**src/rtl/serial_bit_source.sv**
```systemverilog
// Serial stimulus source: debounced key steps a captured pattern out MSB first.
// Optional SERIAL_SRC_LOOP_EN: wrap to the last loaded pattern instead of DONE.
module serial_bit_source #(
  parameter int WIDTH           = 8,
  parameter int DEBOUNCE_CYCLES = 250000,
  parameter int CNT_W           = 18
) (
  input  logic             clock,
  input  logic             resetn,
  input  logic             key_n,
  input  logic             load,
  input  logic [WIDTH-1:0] pattern,
  output logic             w,
  output logic             step,
  output logic [3:0]       bit_idx,
  output logic             busy,
  output logic             done
);

  typedef enum logic [1:0] {
    IDLE,
    SHIFT,
    DONE
  } state_t;

  localparam logic [CNT_W-1:0] CNT_MAX = CNT_W'(DEBOUNCE_CYCLES - 1);
  localparam logic [3:0]       LAST    = 4'(WIDTH - 1);

  state_t           state;
  logic             sync1;
  logic             sync2;
  logic             stable;
  logic             stable_d;
  logic [CNT_W-1:0] cnt;
  logic [WIDTH-1:0] sr;
  logic             press;

  always_ff @(posedge clock or negedge resetn) begin
    if (!resetn) begin
      sync1    <= 1'b1;
      sync2    <= 1'b1;
      stable   <= 1'b1;
      stable_d <= 1'b1;
      cnt      <= '0;
    end else begin
      sync1    <= key_n;
      sync2    <= sync1;
      stable_d <= stable;
      if (sync2 == stable) begin
        cnt <= '0;
      end else if (cnt == CNT_MAX) begin
        stable <= sync2;
        cnt    <= '0;
      end else begin
        cnt <= cnt + 1'b1;
      end
    end
  end

  // Key is active-low: a press is the accepted fall of the stable level
  assign press = stable_d & ~stable;

`ifdef SERIAL_SRC_LOOP_EN
  logic [WIDTH-1:0] held;

  always_ff @(posedge clock or negedge resetn) begin
    if (!resetn) begin
      held <= '0;
    end else if (load) begin
      held <= pattern;
    end
  end
`endif

  always_ff @(posedge clock or negedge resetn) begin
    if (!resetn) begin
      state   <= IDLE;
      sr      <= '0;
      bit_idx <= '0;
      w       <= 1'b0;
      step    <= 1'b0;
      busy    <= 1'b0;
      done    <= 1'b0;
    end else begin
      unique case (state)
        IDLE, DONE: begin
          step <= 1'b0;
          if (load) begin
            state   <= SHIFT;
            sr      <= pattern;
            bit_idx <= '0;
            w       <= pattern[WIDTH-1];
            busy    <= 1'b1;
            done    <= 1'b0;
          end
        end
        SHIFT: begin
          done <= 1'b0;
          if (load) begin
            sr      <= pattern;
            bit_idx <= '0;
            w       <= pattern[WIDTH-1];
            step    <= 1'b0;
          end else if (step) begin
            if (bit_idx == LAST) begin
`ifdef SERIAL_SRC_LOOP_EN
              sr      <= held;
              bit_idx <= '0;
              w       <= held[WIDTH-1];
              done    <= 1'b1;
              step    <= press;
`else
              state   <= DONE;
              sr      <= sr << 1;
              bit_idx <= bit_idx + 1'b1;
              w       <= 1'b0;
              busy    <= 1'b0;
              done    <= 1'b1;
              step    <= 1'b0;
`endif
            end else begin
              sr      <= sr << 1;
              bit_idx <= bit_idx + 1'b1;
              w       <= sr[WIDTH-2];
              step    <= press;
            end
          end else begin
            step <= press;
          end
        end
        default: begin
          state <= IDLE;
          step  <= 1'b0;
        end
      endcase
    end
  end

endmodule

```
**config.mk**
```make
export PLATFORM = sky130hd
export DESIGN_NAME = serial_bit_source
export DESIGN_NICKNAME = d
export VERILOG_FILES = /design/src/rtl/serial_bit_source.sv
export SDC_FILE = /design/constraint.sdc
export NUM_CORES = 1
export LEC_CHECK = 0
export CAP_MARGIN = 30
export CORE_UTILIZATION = 55
export CTS_CLUSTER_SIZE = 16
export DETAILED_ROUTE_END_ITERATION = 8
export GPL_TIMING_DRIVEN = 0
export HOLD_SLACK_MARGIN = 0.05
export PLACE_DENSITY = 0.8
export SLEW_MARGIN = 5
export SYNTH_ARGS = -nofsm -noshare
export SYNTH_HDL_FRONTEND = slang
export SYNTH_SLANG_ARGS = --single-unit
```
**constraint.sdc**
```tcl
create_clock -name clock -period 2.8 [get_ports clock]
set_clock_uncertainty 0.15 [all_clocks]
set_input_delay 0.28 -clock clock [delete_from_list [all_inputs] [get_ports clock]]
set_output_delay 0.28 -clock clock [all_outputs]
set_load 0.02 [all_outputs]
```
# [Word-level counts from Yosys, hierarchy flattened]
# Index checks and enable logic that the tools add are counted.
[totals] in_bits=12 wordCells=69 out_inout_bits=8 ff_bits=39
[op_classes] eq_ne=10 n_reduce_logical=8 n_addsub=2 n_bitwise=3 muxes=34
[op_table] cell="18-bit 2-to-1 mux" n=2
[op_table] cell="7-bit 2-to-1 mux" n=3
[op_table] cell="18-bit by 1-bit adder with 18-bit output, second input constant" n=1
[op_table] cell="18-bit == test, second input constant" n=1
[op_table] cell="1-bit 2-to-1 mux" n=16
[op_table] cell="7-bit case mux with 2 select lines" n=1
[op_table] cell="4-bit 2-to-1 mux" n=3
[op_table] cell="2-bit 2-to-1 mux" n=4
[op_table] cell="2-bit != test, second input constant" n=4
[op_table] cell="4-bit case mux with 2 select lines" n=1
[op_table] cell="1-bit case mux with 2 select lines" n=3
[op_table] cell="5-bit AND reduction" n=1
[op_table] cell="4-bit by 1-bit adder with 4-bit output, second input constant" n=1
[op_table] cell="4-bit by 3-bit == test with 1-bit output, second input constant" n=1
[op_table] cell="2-bit case mux with 2 select lines" n=1
[op_table] cell="2-bit AND reduction" n=2
[op_table] cell="4-bit AND reduction" n=1
[op_table] cell="3-bit != test, second input constant" n=1
[op_table] cell="3-bit AND reduction" n=1
[op_table] cell="2-bit by 1-bit == test with 1-bit output, second input constant" n=1
[op_table] cell="2-bit == test, second input constant" n=1
[op_table] cell="2-bit zero test" n=1
[op_table] cell="1-bit NOT" n=2
[op_table] cell="2-bit nonzero test" n=1
[op_table] cell="3 further kinds" n=3

# [Longest topological paths before layout]
# Gate-level depths: netlist of run 1.
[depth] ltp_word=6 mapped_depth=6

# [Least setup slack after synthesis of run 1]
# OpenSTA, ideal clock, no wires.
[synth_timing] path_kind="register to register" from="register cnt[10]" to="register cnt[9]" synth_period_minus_slack_ns=2.004 arrival_ns=1.735 required_ns=2.531 stages_incl_launch_ff=5 path_slack_ns=0.796 n_path_buf=1 cell_sequence="dfrtp_1 or4_4 o41ai_4 buf_6 nor2_1"
[synth_between] elab_chain_len=3
[synth_rtl] item="start, declared" line="34" rtl="logic [CNT_W-1:0] cnt;"
[synth_rtl] item="start signal, assigned" line="55" rtl="cnt <= cnt + 1'b1;"
[synth_rtl] item="18-bit == test" line="51" rtl="end else if (cnt == CNT_MAX) begin"
[synth_rtl] item="18-bit 2-to-1 mux" line="51"
[synth_rtl] item="18-bit 2-to-1 mux" line="49" rtl="if (sync2 == stable) begin"
# No other way between the ends.
# A chain may end at the register's enable or synchronous reset.

# [Final worst setup path of run 1]
[layout_timing] from="register cnt[10]" to="register cnt[10]"
[layout_between] elab_chain_len=3 word_cells_on_any_way=4
[layout_rtl] item="18-bit by 1-bit adder with 18-bit output / 18-bit == test (equally long branches)" line="55, 51"
[layout_rtl] item="18-bit 2-to-1 mux *" line="51"
[layout_rtl] item="18-bit 2-to-1 mux *" line="49"
# Mark *: on every way between the ends. The rest lies on a longest branch, timed or not.

==> results of run 1 <==
power groups by stage:
stage	clock, mW	sequential [mW]	combinational (mW)
after floorplan	0	0.609	0.0386
after global placement	0	0.607	0.0824
after detailed placement	0	0.610	0.0848
after CTS	0.299	0.599	0.0862
after global routing	0.319	0.601	0.0974
final	0.290	0.598	0.0847
final cells by class:
type,instances,area (um^2),area share
inverter,2,7.51,0.00346
clock inverter,1,5.00,0.00231
buffer,7,35.0,0.0162
timing repair buffer,20,195,0.0900
tap,44,55.1,0.0254
multi-input combinational,132,835,0.385
sequential,39,981,0.452
clock buffer,7,55.1,0.0254
logic make-up (layout without fill, tap and decap cells):
group | Yosys count | after routing | synth area share
buffers and inverters | 9 | 37 | 0.0229
XOR/XNOR | 14 | 14 | 0.0660
flip-flops | 39 | 39 | 0.528
AND/OR/NAND/NOR | 76 | 76 | 0.209
multiplexers | 9 | 9 | 0.0492
AO/OA/AOI/OAI | 31 | 31 | 0.112
adder cells (fa/ha/maj) | 2 | 2 | 0.0135
worst max-delay path: cells and delay by family (launching register included):
kind	cells	cell delay (ns)
AND/OR/NAND/NOR	2	0.65
AO/OA/AOI/OAI	1	0.67
buffers and inverters	1	0.22
flip-flops	1	0.46
worst max path at each step:
stage	startpoint	end	depth (start not counted)	slack (ns)
after floorplan	cnt[10]	cnt[9]	4	0.80
after global placement	resetn	cnt[10]	1	0.48
after detailed placement	load	sr[4]	5	0.54
after CTS	cnt[10]	cnt[10]	4	0.56
after global routing	cnt[10]	cnt[11]	4	0.45
final	cnt[10]	cnt[10]	4	0.54
metrics by stage:
stage	hold WS, ns	utilization	instance area [um^2]
5_1_grt	0.178	0.693	2170
3_3_place_gp	0.198	0.672	2100
2_1_floorplan	-0.166	-	1860
6_report	0.188	0.693	2170
4_1_cts	0.178	0.693	2170
3_5_place_dp	0.199	0.671	2100
Yosys cell counts (3+ instances only):
master and number:
and4_1 3, dfstp_2 4, nor4_1 3, o21ai_0 15
nor3_1 3, a21oi_1 7, xnor2_1 8, nand3_1 9
nand4_1 5, a22o_1 3, xor2_1 6, nand2_1 19
clkbuf_1 5, nor2_1 21, dfrtp_1 35, mux2i_1 8
flip-flops by register name, summed over array words and instances (netlist names):
signal and flops:
busy 1, cnt 18, w 1, stable_d 1, sr 7, state 2, sync1 1, step 1
sync2 1, bit_idx 4, done 1, stable 1
repair_timing:
action,in CTS,in global routing
buffers inserted,0,0
endpoints found under the hold margin,35,0
hold buffers,1,0
cells in the final DEF, fill, tap and decap left out, drive strengths merged, types with 2 or more instances in the layout:
cell | synthesis | final
or3 | 3 | 3
a22o | 3 | 3
xnor2 | 8 | 8
dfrtp | 35 | 35
nand4 | 5 | 5
ha | 2 | 2
buf | 1 | 2
inv | 2 | 2
nor3 | 3 | 3
o21ai | 15 | 15
clkdlybuf4s50 | 0 | 18
mux2i | 8 | 8
nor4 | 3 | 3
xor2 | 6 | 6
or4 | 3 | 3
a21oi | 7 | 7
clkbuf | 6 | 13
nand2 | 19 | 19
nand3 | 9 | 9
dfstp | 4 | 4
and4 | 3 | 3
nor2 | 21 | 21
per-layer routing:
layer / vias to the layer above / track usage / share of wire
li1: 692 / - / -
met1: 686 / 0.281 / 0.43
met2: 41 / 0.380 / 0.50
met3: 8 / 0.0758 / 0.047
met4: 0 / 0.123 / 0.019
met5: - / 0 / 0
==> results.tsv, run 1 <==
stage	metric	value	unit
hold_path	hp-start	key_n	
synth	ys_async_sr_fraction	1.00	
placement	hpwl	2.60	mm
setup_path	crit_path_end_kind	register	
global_route	grt-ovfl-total	0	
synth	seq_area_frac_synth	0.528	
finish	finalNetCount	221	
synth	synth_top_area_share	0.471	
power_and_ir_drop	power-per-cell-area	449	mW/mm^2
timing	setup_violations	0	
die	core	0.00313	mm^2
cts	cts_buffers	5	
route	firstDrtPassIters	4	
setup_path	r2r_setup_slack	0.54	ns
synth	synth_edf_count	0	
hold_path	whs_endpoint	sync1	
global_route	grt_pass1_vias	1450	
power_and_ir_drop	total_power	0.973	mW
cts	cts_root_buf	clkbuf_4	
hold_path	hold_path_depth	1	
die	die_y	60.1	um
synth	syn-num-nets	194	
cts	cts_tree	built	
setup_path	cp_slowest_stage_delay	0.67	ns
power_and_ir_drop	p_sw	0.227	mW
setup_path	crit_slowest_cell	o41ai_4	
route	postRouteAntennaNets	0	
power_and_ir_drop	leakage	0.938	nW
timing	rsz0062_at_grt	no	
cts	clk_pin_slew	0.10	ns
finish	antennaDiodeCount	0	
timing	period_share	0.807	
placement	dp.cells	243	
timing	fin_setup_tns	0	ns
placement	io_buffers	19	
flow_run	drv_cap	0	
power_and_ir_drop	ir_drop	0.000330	V
route	vias_per_cell	5.66	
global_route	track_usage	0.236	
synth	synth_area	0.00186	mm^2
die	io_pins	20	
route	drt-wirelength-per-cell	14.2	um
timing	timing.slew.headroom	0.449	
route	drt_wl_total	3.58	mm
global_route	antenna_found_initial	0	
power_and_ir_drop	p_seq_frac	0.615	
route	routed-via-count	1427	
hold_path	hold_class	in -> reg	
timing	timing.final.ws_setup	0.541	ns
setup_path	startpoint_type	register	
route	drt_iter0_markers	82	
synth	ys_ff_latch	39	
cts	cts_max_level	2	
synth	synth.area.top_cells	dfrtp_1 47%, dfstp_2 5.7%, mux2i_1 4.3%, nor2_1 4.2%, o21ai_0 4.0%	
power_and_ir_drop	internal_power	0.746	mW
synth	ys_warn_count	0	
cts	cts-resized-gates	0	
synth	syn_inst	180	
placement	place_ws	0.539	ns
global_route	grt_max_degree	40	
placement	place.gp.congestion	0.841	
setup_path	path_class	reg -> reg	
timing	drv_slew	0	
setup_path	reg2reg_depth	4	
setup_path	r2r_end	cnt[10]	
power_and_ir_drop	p_comb_frac	0.087	
finish	n_fill_cell	244	
timing	hold_viol_final	0	
synth	ys.flop_type	dfrtp_1	
die	start_util	0.594	
setup_path	cp_cell_sequence	or4_4 -> o41ai_4 -> buf_6 -> nor2_1	
setup_path	path_max_fanout	10	
cts	ctsLongestPathBuffers	2	
power_and_ir_drop	clkPwrFrac	0.298	
cts	clkSinkCount	39	
timing	fmax	443	MHz
synth	synth_cell_types	38	
finish	areaGrowthSynthToFinish	16.7	%
route	drcViolationCount	0	
timing	worstMarginPinSlew	0.826	ns
finish	stdcell_count	252	
synth	avgSynthCellArea	10.3	um^2
die	placement_rows	20	
run_status	status	complete, no violations	
finish	drive_gt1_frac	0.0962	
setup_path	arrival	2.34	ns
die	dieArea	0.00361	mm^2
synth	yosys.area.top_type	dfrtp_1	
power_and_ir_drop	switching_share	0.233	
setup_path	crit_required	2.88	ns
setup_path	worstReg2RegStart	cnt[10]	
global_route	grt_pass1_wl	6.22	mm
timing	finalCriticalPeriod	2.26	ns
cts	clock_latency	0.35	ns
die	fp.dieW	60.1	um
Note: power is estimated with default switching activity, not from simulation.
==> run 2: changes to the inputs <==
Clock period 2.8 ns to 2.1 ns, I/O delays scaled along.
==> run 2 against run 1 <==
Compared with the run above: design area increased by 1.0%; count of clock-buffer cells in the layout stayed put; fmax rose by 11%; global-route usage barely moved; flip-flop and latch count stayed put; cell count is 0.40% higher; worst setup slack lost 0.48 ns; register-to-register slack lost 0.48 ns.
==> results.tsv, run 2 (synthesized netlist as in run 1, its figures left out) <==
stage	metric	value	unit
run_status	status	complete, no violations	
finish	stdcell_count	253	
finish	layout_commonest_cell	dfrtp_1	
power_and_ir_drop	leakage	0.949	nW
timing	worstMarginPinSlew	0.823	ns
setup_path	startpoint_type	register	
timing	timing.final.ws_setup	0.0593	ns
timing	setup_violations	0	
finish	areaGrowthSynthToFinish	17.9	%
setup_path	crit_required	2.17	ns
route	drt_wl_total	3.63	mm
route	drt-wirelength-per-cell	14.3	um
global_route	grt_pass1_wl	6.23	mm
cts	clock_latency	0.35	ns
finish	antennaDiodeCount	0	
global_route	antenna_found_initial	0	
timing	fin_setup_tns	0	ns
timing	period_share	0.972	
power_and_ir_drop	ir_drop	0.000457	V
finish	finalNetCount	222	
setup_path	r2r_setup_slack	0.06	ns
setup_path	crit_slowest_cell	or4_4	
route	firstDrtPassIters	4	
finish	regMostFlops	cnt	
global_route	track_usage	0.237	
setup_path	path_class	reg -> reg	
placement	dp.cells	243	
finish	reg_top3	cnt (18), sr (7), bit_idx (4)	
global_route	grt_max_degree	40	
flow_run	drv_cap	0	
setup_path	cp_slowest_stage_delay	0.58	ns
route	drt_iter0_markers	83	
die	core	0.00313	mm^2
die	placement_rows	20	
cts	cts_buffers	5	
global_route	grt-ovfl-total	0	
finish	final_cell_mix	34 x dfrtp_1, 21 x nor2_1, 19 x nand2_1	
die	start_util	0.594	
timing	drv_slew	0	
timing	timing.slew.headroom	0.451	
placement	hpwl	2.60	mm
cts	cts_root_buf	clkbuf_4	
setup_path	path_max_fanout	6	
placement	io_buffers	19	
timing	hold_viol_final	0	
timing	fmax	490	MHz
hold_path	hold_class	in -> reg	
die	io_pins	20	
die	dieArea	0.00361	mm^2
cts	clk_pin_slew	0.10	ns
cts	cts_max_level	2	
finish	largest_register_ffs	18	
cts	clkSinkCount	39	
setup_path	arrival	2.11	ns
route	vias_per_cell	5.77	
die	die_y	60.1	um
global_route	grt_pass1_vias	1447	
setup_path	cp_cell_sequence	or4_4 -> o41ai_4 -> buf_4 -> a21oi_1	
power_and_ir_drop	power-per-cell-area	596	mW/mm^2
timing	finalCriticalPeriod	2.04	ns
cts	cts_tree	built	
route	routed-via-count	1459	
placement	place_ws	-0.135	ns
route	postRouteAntennaNets	0	
die	fp.dieW	60.1	um
timing	rsz0062_at_grt	no	
placement	place.gp.congestion	0.841	
finish	drive_gt1_frac	0.120	
cts	ctsLongestPathBuffers	2	
route	drcViolationCount	0	
setup_path	crit_path_end_kind	register	
run 2: cell types whose count changed in the layout (fill, tap and decap cells not counted), sizes merged:
cell / change
buf: +2
clkbuf: -1
run 2: what timing repair did:
item                                   in CTS  in global routing
setup endpoints to repair                  13                  4
hold buffers                                1                  0
buffers inserted                            2                  0
gates resized for setup                     0                  3
pin swaps                                   1                  2
endpoints found under the hold margin      35                  0
run 2: where the power goes:
part	internal [mW]	leakage, nW	switching, mW
combinational	0.0548	0.408	0.0614
sequential	0.780	0.506	0.0178
clock	0.162	0.0353	0.230
total	0.997	0.949	0.309
run 2: worst paths after layout:
kind	end	cells after the start	startpoint
worst max-delay path	cnt[17]	4	cnt[10]
worst min-delay path	sync1	1	key_n
worst max register to register	cnt[17]	4	cnt[10]
worst min register to register	sync2	0	sync1
max in group asynchronous	cnt[10]	2	resetn
min in group asynchronous	bit_idx[2]	2	resetn
run 2: worst max-delay path: cells and delay by family (launching register included):
family | cells | cell delay [ns]
simple gates | 1 | 0.58
buf+inv | 1 | 0.22
flops | 1 | 0.46
compound gates | 2 | 0.52
run 2: per-layer routing:
layer,global-route usage,wire length [um],vias to the layer above
li1,-,-,697
met2,0.378,1810,47
met1,0.283,1590,705
met5,0,0,-
met4,0.126,76,0
met3,0.0758,154,10
run 2: area by class of cell:
cell class              instances  area (um^2)
flip-flops and latches         39          982
fillers                       238          937
multi-input cells             132          845
repair buffers                 22          210
clock buffers                   7         55.1
well taps                      44         55.1
plain buffers                   6         31.3
inverters                       2         7.51
clock inverters                 1         5.00
run 2: metrics by stage:
stage	utilization	power, mW	instance area [um^2]	hold slack, ns
floorplan	-	0.864	1860	-0.236
global placement	0.672	0.919	2100	0.198
detailed placement	0.671	0.926	2100	0.199
CTS	0.698	1.31	2180	0.108
global route	0.700	1.36	2190	0.108
finish	0.700	1.31	2190	0.118
==> run 3: changes to the inputs <==
Settings changed: CORE_MARGIN set to 3.
==> run 3 against run 2 <==
Compared with the run above: total power grew 2.7%; flip-flop and latch count is the same; core utilization grew 0.60 points; die area grew 14%; wire length grew 2.6%; via count is the same; worst setup slack lost 0.0011 ns; hold slack gained 0.012 ns; sequential power is essentially flat; critical endpoint unchanged; largest cell class unchanged.
==> results.tsv, run 3 (synthesized netlist as in run 1, its figures left out) <==
stage	metric	value	unit
run_status	status	complete, no violations	
setup_path	path_class	reg -> reg	
hold_path	whs_endpoint	sync1	
cts	ctsLongestPathBuffers	2	
timing	worstMarginPinSlew	0.831	ns
global_route	grt_pass1_wl	6.60	mm
global_route	grt-ovfl-total	0	
cts	clock_latency	0.34	ns
setup_path	crit_required	2.17	ns
cts	clk_pin_slew	0.11	ns
cts	cts_tree	built	
finish	fin_area	0.00221	mm^2
die	die_y	64.1	um
placement	hpwl	2.53	mm
setup_path	worstReg2RegStart	cnt[10]	
finish	layout_commonest_cell	dfrtp_1	
setup_path	cp_slowest_stage_delay	0.58	ns
die	core	0.00313	mm^2
route	vias_per_cell	5.74	
finish	regMostFlops	cnt	
timing	hold_viol_final	0	
timing	period_share	0.972	
hold_path	hold_class	in -> reg	
setup_path	crit_path_end_kind	register	
timing	drv_slew	0	
placement	place.gp.congestion	0.821	
timing	rsz0062_at_grt	no	
global_route	grt_pass1_vias	1443	
power_and_ir_drop	power-per-cell-area	607	mW/mm^2
route	drt_wl_total	3.72	mm
die	io_pins	20	
global_route	grt_busiest_layer	met2	
setup_path	r2r_end	cnt[17]	
finish	areaGrowthSynthToFinish	18.9	%
power_and_ir_drop	clkPwrFrac	0.319	
power_and_ir_drop	leakage	0.958	nW
timing	timing.slew.headroom	0.446	
route	drt_iter0_markers	81	
flow_run	drv_cap	0	
hold_path	hp-start	key_n	
global_route	track_usage	0.206	
setup_path	crit_slowest_cell	or4_4	
cts	cts_buffers	5	
cts	clkSinkCount	39	
route	drcViolationCount	0	
placement	placed_cell_area	0.00210	mm^2
die	placement_rows	20	
setup_path	r2r_setup_slack	0.06	ns
hold_path	hold_path_depth	1	
route	routed-via-count	1459	
setup_path	arrival	2.11	ns
timing	setup_violations	0	
finish	finalNetCount	223	
cts	cts_root_buf	clkbuf_4	
global_route	grtUsageMet1	0.281	
global_route	grtUsageMet2	0.305	
die	start_util	0.594	
setup_path	reg2reg_depth	4	
power_and_ir_drop	switching_share	0.231	
finish	largest_register_ffs	18	
timing	fmax	490	MHz
route	drt-wirelength-per-cell	14.7	um
power_and_ir_drop	internal_power	1.03	mW
finish	drive_gt1_frac	0.129	
power_and_ir_drop	p_comb_frac	0.086	
setup_path	path_max_fanout	6	
route	firstDrtPassIters	4	
power_and_ir_drop	ir_drop	0.000472	V
setup_path	startpoint_type	register	
finish	antennaDiodeCount	0	
global_route	gr-usage-met3	0.0527	
setup_path	cp_cell_sequence	or4_4 -> o41ai_4 -> buf_4 -> a21oi_1	
finish	n_fill_cell	243	
power_and_ir_drop	p_sw	0.309	mW
power_and_ir_drop	total_power	1.34	mW
finish	final_cell_mix	34 x dfrtp_1, 21 x nor2_1, 18 x nand2_1, 18 x clkdlybuf4s50_1, 15 x o21ai_0	
global_route	grt_max_degree	40	
die	fp.dieW	64.1	um
timing	finalCriticalPeriod	2.04	ns
global_route	antenna_found_initial	0	
die	dieArea	0.00411	mm^2
finish	reg_top3	cnt (18), sr (7), bit_idx (4)	
power_and_ir_drop	p_seq_frac	0.595	
timing	hold-worst-slack	0.130	ns
placement	io_buffers	19	
route	postRouteAntennaNets	0	
cts	cts_max_level	2	
-- run 3: cell types whose count changed in the layout (fill, tap and decap cells not counted) --
cell and delta:
nand2_2 +1, clkinv_2 -1, clkbuf_8 +1, buf_4 +1, nand2_1 -1
-- run 3: timing repair --
| item | in CTS | in global routing |
|---|---|---|
| hold buffers | 1 | 0 |
| pin swaps | 1 | 2 |
| endpoints found under the setup margin | 18 | 15 |
| cloned | 0 | 0 |
| resized for setup | 0 | 4 |
| endpoints found under the hold margin | 35 | 0 |
| buffers inserted | 2 | 1 |
-- run 3: final cells by class --
class                           count  area [um^2]  area share
Sequential cell                    39          982       0.445
Timing Repair Buffer               23          218      0.0985
Inverter                            2         7.51     0.00340
Buffer                              6         31.3      0.0142
Tap cell                           44         55.1      0.0249
Multi-Input combinational cell    132          847       0.383
Clock buffer                        8         68.8      0.0311
-- run 3: power groups by stage --
stage          clock network (mW)  registers [mW]  logic (mW)
6_report                    0.428           0.797       0.116
5_1_grt                     0.478           0.801       0.130
4_1_cts                     0.437           0.798       0.118
3_5_place_dp                    0           0.812       0.113
3_3_place_gp                    0           0.810       0.111
2_1_floorplan                   0           0.813      0.0514
-- run 3: per-layer routing --
layer,wire length [um],share of wire
met1,1710,0.46
met2,1740,0.47
met3,194,0.052
met4,89,0.024
met5,0,0
-- run 3: worst max-delay path by stage --
stage                     depth (start not counted)       to  startpoint
after floorplan                                   4   cnt[9]     cnt[10]
after global placement                            1  cnt[10]      resetn
after detailed placement                          4   cnt[8]     cnt[10]
after CTS                                         4  cnt[17]     cnt[13]
after global routing                              4  cnt[17]     cnt[10]
final                                             4  cnt[17]     cnt[10]
-- run 3: per-stage QoR --
stage | worst slack, ns | util | setup TNS [ns] | std cells
3_3_place_gp | -0.186 | 0.672 | -7.51 | 243
6_report | 0.0582 | 0.706 | 0 | 254
4_1_cts | 0.0616 | 0.701 | 0 | 254
3_5_place_dp | -0.148 | 0.671 | -1.80 | 243
2_1_floorplan | 0.0959 | - | 0 | 180
5_1_grt | 0.00970 | 0.706 | 0 | 254
-- run 3: critical path, delay by kind of cell, from the launching register on --
family / cells / cell delay (ns)
AO/OA/AOI/OAI: 2 / 0.51
buffers and inverters: 1 / 0.21
flip-flops: 1 / 0.47
AND/OR/NAND/NOR: 1 / 0.58
